## src/rtl/cpu_pkg.sv

```systemverilog
// Shared fetch/control definitions: fetch FSM states, instruction field bounds,
// default reset PC and the opcode values the control unit decodes.
package cpu_pkg;

  typedef enum logic [1:0] {
    IDLE  = 2'd0,
    REQ   = 2'd1,
    ISSUE = 2'd2
  } fetch_state_e;

  localparam int OPC_HI = 31;
  localparam int OPC_LO = 26;
  localparam int IMM_W  = 16;
  localparam int JIDX_W = 26;

  localparam logic [31:0] DEFAULT_RESET_PC = 32'h0000_0000;

  localparam logic [5:0] OP_LOAD  = 6'd0;
  localparam logic [5:0] OP_STORE = 6'd1;
  localparam logic [5:0] OP_RTYPE = 6'd10;

endpackage

```

## src/rtl/next_pc_calc.sv

```systemverilog
// Combinational next-PC selection: jump beats taken branch beats fall-through.
module next_pc_calc
  import cpu_pkg::*;
#(
  parameter int ADDR_W = 32
) (
  input  logic [ADDR_W-1:0] pc_plus4_i,
  input  logic              jump_i,
  input  logic              branch_i,
  input  logic              zero_i,
  input  logic [IMM_W-1:0]  branch_imm_i,
  input  logic [JIDX_W-1:0] jump_idx_i,
  output logic [ADDR_W-1:0] next_pc_o
);

  logic [ADDR_W-1:0] br_off;
  logic [ADDR_W-1:0] br_tgt;
  logic [ADDR_W-1:0] jmp_tgt;

  // Word offset sign-extended to byte offset; the add wraps modulo 2^ADDR_W.
  assign br_off  = {{(ADDR_W-IMM_W-2){branch_imm_i[IMM_W-1]}}, branch_imm_i, 2'b00};
  assign br_tgt  = pc_plus4_i + br_off;
  assign jmp_tgt = {pc_plus4_i[ADDR_W-1:JIDX_W+2], jump_idx_i, 2'b00};

  always_comb begin
    next_pc_o = pc_plus4_i;
    if (jump_i)                next_pc_o = jmp_tgt;
    else if (branch_i && zero_i) next_pc_o = br_tgt;
  end

endmodule

```

## src/rtl/instruction_fetch.sv

```systemverilog
// Fetch stage: owns the PC, fetches over a req/ack handshake and holds the
// instruction for the control unit until the datapath commits it.
module instruction_fetch
  import cpu_pkg::*;
#(
  parameter int                ADDR_W   = 32,
  parameter logic [ADDR_W-1:0] RESET_PC = ADDR_W'(DEFAULT_RESET_PC)
) (
  input  logic              clk,
  input  logic              rst_n,
  output logic              imem_req,
  output logic [ADDR_W-1:0] imem_addr,
  input  logic              imem_ack,
  input  logic [31:0]       imem_rdata,
  output logic              instr_valid,
  output logic [31:0]       instr,
  output logic [5:0]        opcode,
  output logic [ADDR_W-1:0] pc_out,
  output logic [ADDR_W-1:0] pc_plus4,
  input  logic              commit,
  input  logic              jump,
  input  logic              branch,
  input  logic              zero,
  input  logic [15:0]       branch_imm,
  input  logic [25:0]       jump_idx
);

  fetch_state_e      state_q, state_d;
  logic [ADDR_W-1:0] pc_q, pc_d;
  logic [31:0]       instr_q, instr_d;
  logic [ADDR_W-1:0] next_pc;

  assign pc_plus4 = pc_q + ADDR_W'(4);

  next_pc_calc #(.ADDR_W(ADDR_W)) u_next_pc (
    .pc_plus4_i   (pc_plus4),
    .jump_i       (jump),
    .branch_i     (branch),
    .zero_i       (zero),
    .branch_imm_i (branch_imm),
    .jump_idx_i   (jump_idx),
    .next_pc_o    (next_pc)
  );

  always_ff @(posedge clk or negedge rst_n) begin
    if (!rst_n) begin
      state_q <= IDLE;
      pc_q    <= RESET_PC;
      instr_q <= '0;
    end else begin
      state_q <= state_d;
      pc_q    <= pc_d;
      instr_q <= instr_d;
    end
  end

  // imem_req depends only on state_q, so there is no ack->req combinational path.
  always_comb begin
    state_d     = state_q;
    pc_d        = pc_q;
    instr_d     = instr_q;
    imem_req    = 1'b0;
    instr_valid = 1'b0;
    case (state_q)
      IDLE: state_d = REQ;
      REQ: begin
        imem_req = 1'b1;
        if (imem_ack) begin
          instr_d = imem_rdata;
          state_d = ISSUE;
        end
      end
      ISSUE: begin
        instr_valid = 1'b1;
        if (commit) begin
          pc_d    = next_pc;
          state_d = REQ;
        end
      end
      default: state_d = IDLE;
    endcase
  end

  assign imem_addr = pc_q;
  assign pc_out    = pc_q;
  assign instr     = instr_q;
  assign opcode    = instr_q[OPC_HI:OPC_LO];

endmodule
```

## config.mk

```make
export PLATFORM = sky130hd
export DESIGN_NAME = instruction_fetch
export DESIGN_NICKNAME = d
export VERILOG_FILES = /design/src/rtl/cpu_pkg.sv /design/src/rtl/next_pc_calc.sv /design/src/rtl/instruction_fetch.sv
export SDC_FILE = /design/constraint.sdc
export NUM_CORES = 1
export LEC_CHECK = 0
export BUFFER_PORTS_ARGS = -buffer_cell sky130_fd_sc_hd__buf_2
export CORE_AREA = 4 4 100 140
export CTS_CLUSTER_DIAMETER = 200
export DETAILED_ROUTE_END_ITERATION = 8
export DIE_AREA = 0 0 104 144
export PLACE_DENSITY = 0.77
export SLEW_MARGIN = 30
export SYNTH_ARGS = -nofsm -noshare
export SYNTH_HDL_FRONTEND = slang
export SYNTH_HIERARCHICAL = 1
export SYNTH_SLANG_ARGS = --single-unit
```

## constraint.sdc

```tcl
create_clock -name clk -period 3.6 [get_ports clk]
set_input_delay 0.54 -clock clk [delete_from_list [all_inputs] [get_ports clk]]
set_output_delay 0.54 -clock clk [all_outputs]
set_load 0.05 [all_outputs]
```

==> key figures <==
Critical path
  • Worst Path Class, Setup: reg2reg
  • CP Launch Type: register
  • Data arrival time of the critical path: 3.72 ns
  • Slowest Stage Delay on Critical Path: slightly below 0.4 ns
  • CP max stage cell: sky130_fd_sc_hd__dfrtp_2
  • Required time worst endpoint: ~3.8 ns
  • Maximum fanout along the worst path: 6
  • Type of destination of the critical path: register
  • Most repeated library cell on the critical path: sky130_fd_sc_hd__buf_4
  • Cell Chain, Critical Path: nand3_4 > nor4_4 > buf_4 > buf_6 > nand4_1 > xnor2_4 > ha_1 > and3_4 > buf_4 > a221o_1 > a21o_1 > a21oi_2 > o31a_1 > nand3_1 > mux2_2

Timing
  • Worst hold slack across all endpoints: 0.310 ns
  • Pin slew with the least headroom to its limit: 0.859 ns
  • Max Clk Rate: about 0.29 GHz
  • Final Max Tran Viols: 0
  • Number of hold violations in the final report: 0
  • Worst Clk Skew: between 0.009 and 0.01 ns
  • Final period demand of the worst path: 3.51 ns
  • Unrepaired setup endpoints after global routing: true
  • Fraction of the cycle the final worst path needs: 97.4%
  • Headroom to the max-slew limit: 42.6%
  • Final setup violation count: 0

Hold path
  • Type of the tightest min-delay check: in2async

Drt
  • Drt wl/cell: 18.1 um
  • Number of routed nets with antenna violations: 0
  • Post-route DRC violation count: 0
  • DR iter-0 viols: 340
  • Vias per inst: 5.54
  • First drt pass iteration count: 5
  • Total wirelength of the detailed-routed design: 18900 um
  • Total number of vias: 5787

Floorplan
  • Starting density of the core: ~45%
  • Count of boundary I/O pins: 217
  • Number of rows in the core area: 49
  • Core region area: between 10000 and 15000 um2
  • Die Ht: 144 um
  • Horizontal die dimension: 104 um
  • DIE AREA: between 10000 and 15000 um2

Cells and area
  • Filler instances: 1033
  • Cell area after layout: roughly 8400 um2
  • Area grow syn2layout: 45.7%
  • Final core occ: 65.6%
  • Share of post-route cells with drive strength above 1: 56.5%
  • Number of standard cells in the layout, taps in and fillers out: roughly 1000
  • Antenna cell count: 0
  • # nets final: between 900 and 1000

Clocking
  • Total clock buffers created by CTS: 9
  • Cell chosen for the clock root: sky130_fd_sc_hd__clkbuf_16
  • CTS HTree Levels: 3
  • Clock latency at the later pin of the worst-skew pair: roughly 0.33 ns
  • Clock Path Buffers: 2
  • Clock tree from TritonCTS: yes
  • Clk sink count: 66
  • Clock transition at the registers of the reported paths: 0.06 ns

Synth
  • Combined area of all synthesized cells: 5740 um2
  • Number of distinct library cell variants in the gate-level netlist after synthesis: 66
  • Synthesis warning total: 6
  • Post-synthesis cell type with the largest combined area: sky130_fd_sc_hd__dfrtp_1
  • Proportion of netlist area held by the largest area contributor: between 20% and 30%
  • Syn Inst Count: 625
  • Dominant synthesized flop cell: sky130_fd_sc_hd__dfrtp_1
  • Nets in the synthesized netlist: around 740
  • Sequential cell area fraction in the yosys report: 28.8%
  • Fraction of registers with async set or reset after synthesis: 100%
  • Avg Inst Size Synth: 9.19 um2
  • Biggest area contributors in the synthesized netlist: sky130_fd_sc_hd__dfrtp_1, sky130_fd_sc_hd__mux2_2, sky130_fd_sc_hd__ha_1
  • EDFF count, synth: 0
  • Post-synthesis sequential element count: 66

Job
  • Count of max-cap constraint violations: 0

Placement
  • Post-placement cell area: 7690 um2
  • Routability-driven placement congestion ratio: 0.943
  • DP HPWL: 14900 um
  • Port bufs: 216
  • Cell count after placement: 1017

Global route
  • Global-route usage over all layers: 23.9%
  • Number of antenna violations at the first check in global routing: 0
  • Largest net degree at the start of global routing: 57
  • First-pass GRT wire length: slightly below 30000 um
  • Via count of the first global-routing pass: 5823
  • Residual overflow from global routing: 0

Outcome
  • Result of the run: finished clean
==> flip-flops by register name, indices dropped and copies added (netlist names) <==
register	count
instr	32
imem_addr	32
state_q	2
==> synth_stat cells (15+ instances only) <==
library cell / number
sky130_fd_sc_hd__mux2_2: 67
sky130_fd_sc_hd__dfrtp_1: 66
sky130_fd_sc_hd__nand2_1: 56
sky130_fd_sc_hd__buf_4: 43
sky130_fd_sc_hd__a21oi_1: 35
sky130_fd_sc_hd__xnor2_1: 31
sky130_fd_sc_hd__ha_1: 30
sky130_fd_sc_hd__nor2_1: 28
sky130_fd_sc_hd__o21ai_0: 28
sky130_fd_sc_hd__nand3_1: 24
sky130_fd_sc_hd__xor2_1: 19
sky130_fd_sc_hd__inv_1: 15
==> kinds of logic (layout without fill, tap and decap cells) <==
logic type	count (synthesis)	count (layout)	synth area share, %
adders and majority gates	31	31	6.89
DFF	66	66	28.8
AOI/OAI and AO/OA	143	143	17.1
and+or+nand+nor	172	172	16.0
muxes	76	76	14.7
buffers and inverters	87	353	8.96
xor gates and xnor gates	50	50	7.63
==> layout by cell type (no fill, tap or decap), types with 5 or more instances in the layout <==
| cell type | n |
|---|---|
| sky130_fd_sc_hd__nand2_1 | 53 |
| sky130_fd_sc_hd__nand2b_1 | 5 |
| sky130_fd_sc_hd__o211ai_1 | 6 |
| sky130_fd_sc_hd__clkbuf_16 | 9 |
| sky130_fd_sc_hd__inv_1 | 15 |
| sky130_fd_sc_hd__ha_1 | 17 |
| sky130_fd_sc_hd__xnor2_2 | 5 |
| sky130_fd_sc_hd__o21a_1 | 5 |
| sky130_fd_sc_hd__o21ai_0 | 22 |
| sky130_fd_sc_hd__nor2_1 | 28 |
| sky130_fd_sc_hd__a21oi_2 | 6 |
| sky130_fd_sc_hd__buf_4 | 104 |
| sky130_fd_sc_hd__nand3_1 | 19 |
| sky130_fd_sc_hd__buf_2 | 216 |
| sky130_fd_sc_hd__dfrtp_1 | 48 |
| sky130_fd_sc_hd__mux2i_1 | 9 |
| sky130_fd_sc_hd__ha_4 | 11 |
| sky130_fd_sc_hd__mux2_2 | 66 |
| sky130_fd_sc_hd__xnor2_4 | 11 |
| sky130_fd_sc_hd__xor2_1 | 13 |
| sky130_fd_sc_hd__a21oi_1 | 29 |
| sky130_fd_sc_hd__and2_1 | 6 |
| sky130_fd_sc_hd__nand4_1 | 10 |
| sky130_fd_sc_hd__xnor2_1 | 15 |
| sky130_fd_sc_hd__dfrtp_2 | 17 |
| sky130_fd_sc_hd__nor3_1 | 7 |
| sky130_fd_sc_hd__o21ai_1 | 15 |
| sky130_fd_sc_hd__a21o_1 | 12 |
==> critical path, delay by kind of cell, from the launching register on <==
family	cells	cell delay, ns
AO/OA/AOI/OAI	4	0.82
adder cells (fa/ha/maj)	1	0.32
flip-flops	1	0.39
XOR/XNOR	1	0.24
AND/OR/NAND/NOR	5	0.90
multiplexers	1	0.27
buffers and inverters	3	0.46
==> final timing paths <==
check | from | to | slack [ns] | depth (start not counted)
setup / recovery | imem_addr[7]$_DFFE_PN0P_ | imem_addr[30]$_DFFE_PN0P_ | 0.09 | 15
max in group asynchronous | rst_n | instr[14]$_DFFE_PN0P_ | 2.35 | 2
hold reg to reg | instr[9]$_DFFE_PN0P_ | instr[9]$_DFFE_PN0P_ | 0.50 | 1
setup reg to reg | imem_addr[7]$_DFFE_PN0P_ | imem_addr[30]$_DFFE_PN0P_ | 0.09 | 15
hold / removal | rst_n | state_q[1]$_DFFE_PN0P_ | 0.31 | 1
min in group clk | imem_rdata[28] | instr[28]$_DFFE_PN0P_ | 0.44 | 2
==> repair_timing <==
| item | CTS | global route |
|---|---|---|
| cloned | 0 | 0 |
| gates resized for setup | 1 | 46 |
| hold endpoints to repair | 0 | 0 |
| setup endpoints to repair | 7 | 17 |
| pin swaps | 4 | 27 |
| hold buffers | 0 | 0 |
| buffers inserted | 3 | 8 |
==> final cells by class <==
type	count	area, um2	share of cell area [%]
repair buffers	322	1890	22.5
clock inverters	6	91.3	1.09
multi-input cells	472	4240	50.6
clock buffers	10	229	2.74
flip-flops and latches	66	1680	20.0
inverters	15	56.3	0.673
well taps	153	191	2.29
==> through the flow <==
stage	setup slack (ns)	TNS, ns
finish	0.0944	0
floorplan	-0.446	-5.24
global route	-0.0542	-0.254
detailed placement	-0.133	-0.278
CTS	0.00501	0
global placement	-0.00242	-0.00242
==> metal layers <==
metal | vias up | wire (um) | track usage, %
li1 | 2747 | - | -
met3 | 37 | 1320 | 4.60
met2 | 256 | 9930 | 43.7
met5 | - | 0 | 0
met4 | 0 | 537 | 9.38
met1 | 2747 | 7150 | 27.7
Power is not shown: default switching activity piles up to over one toggle a cycle in this logic, so the estimate is an artifact.
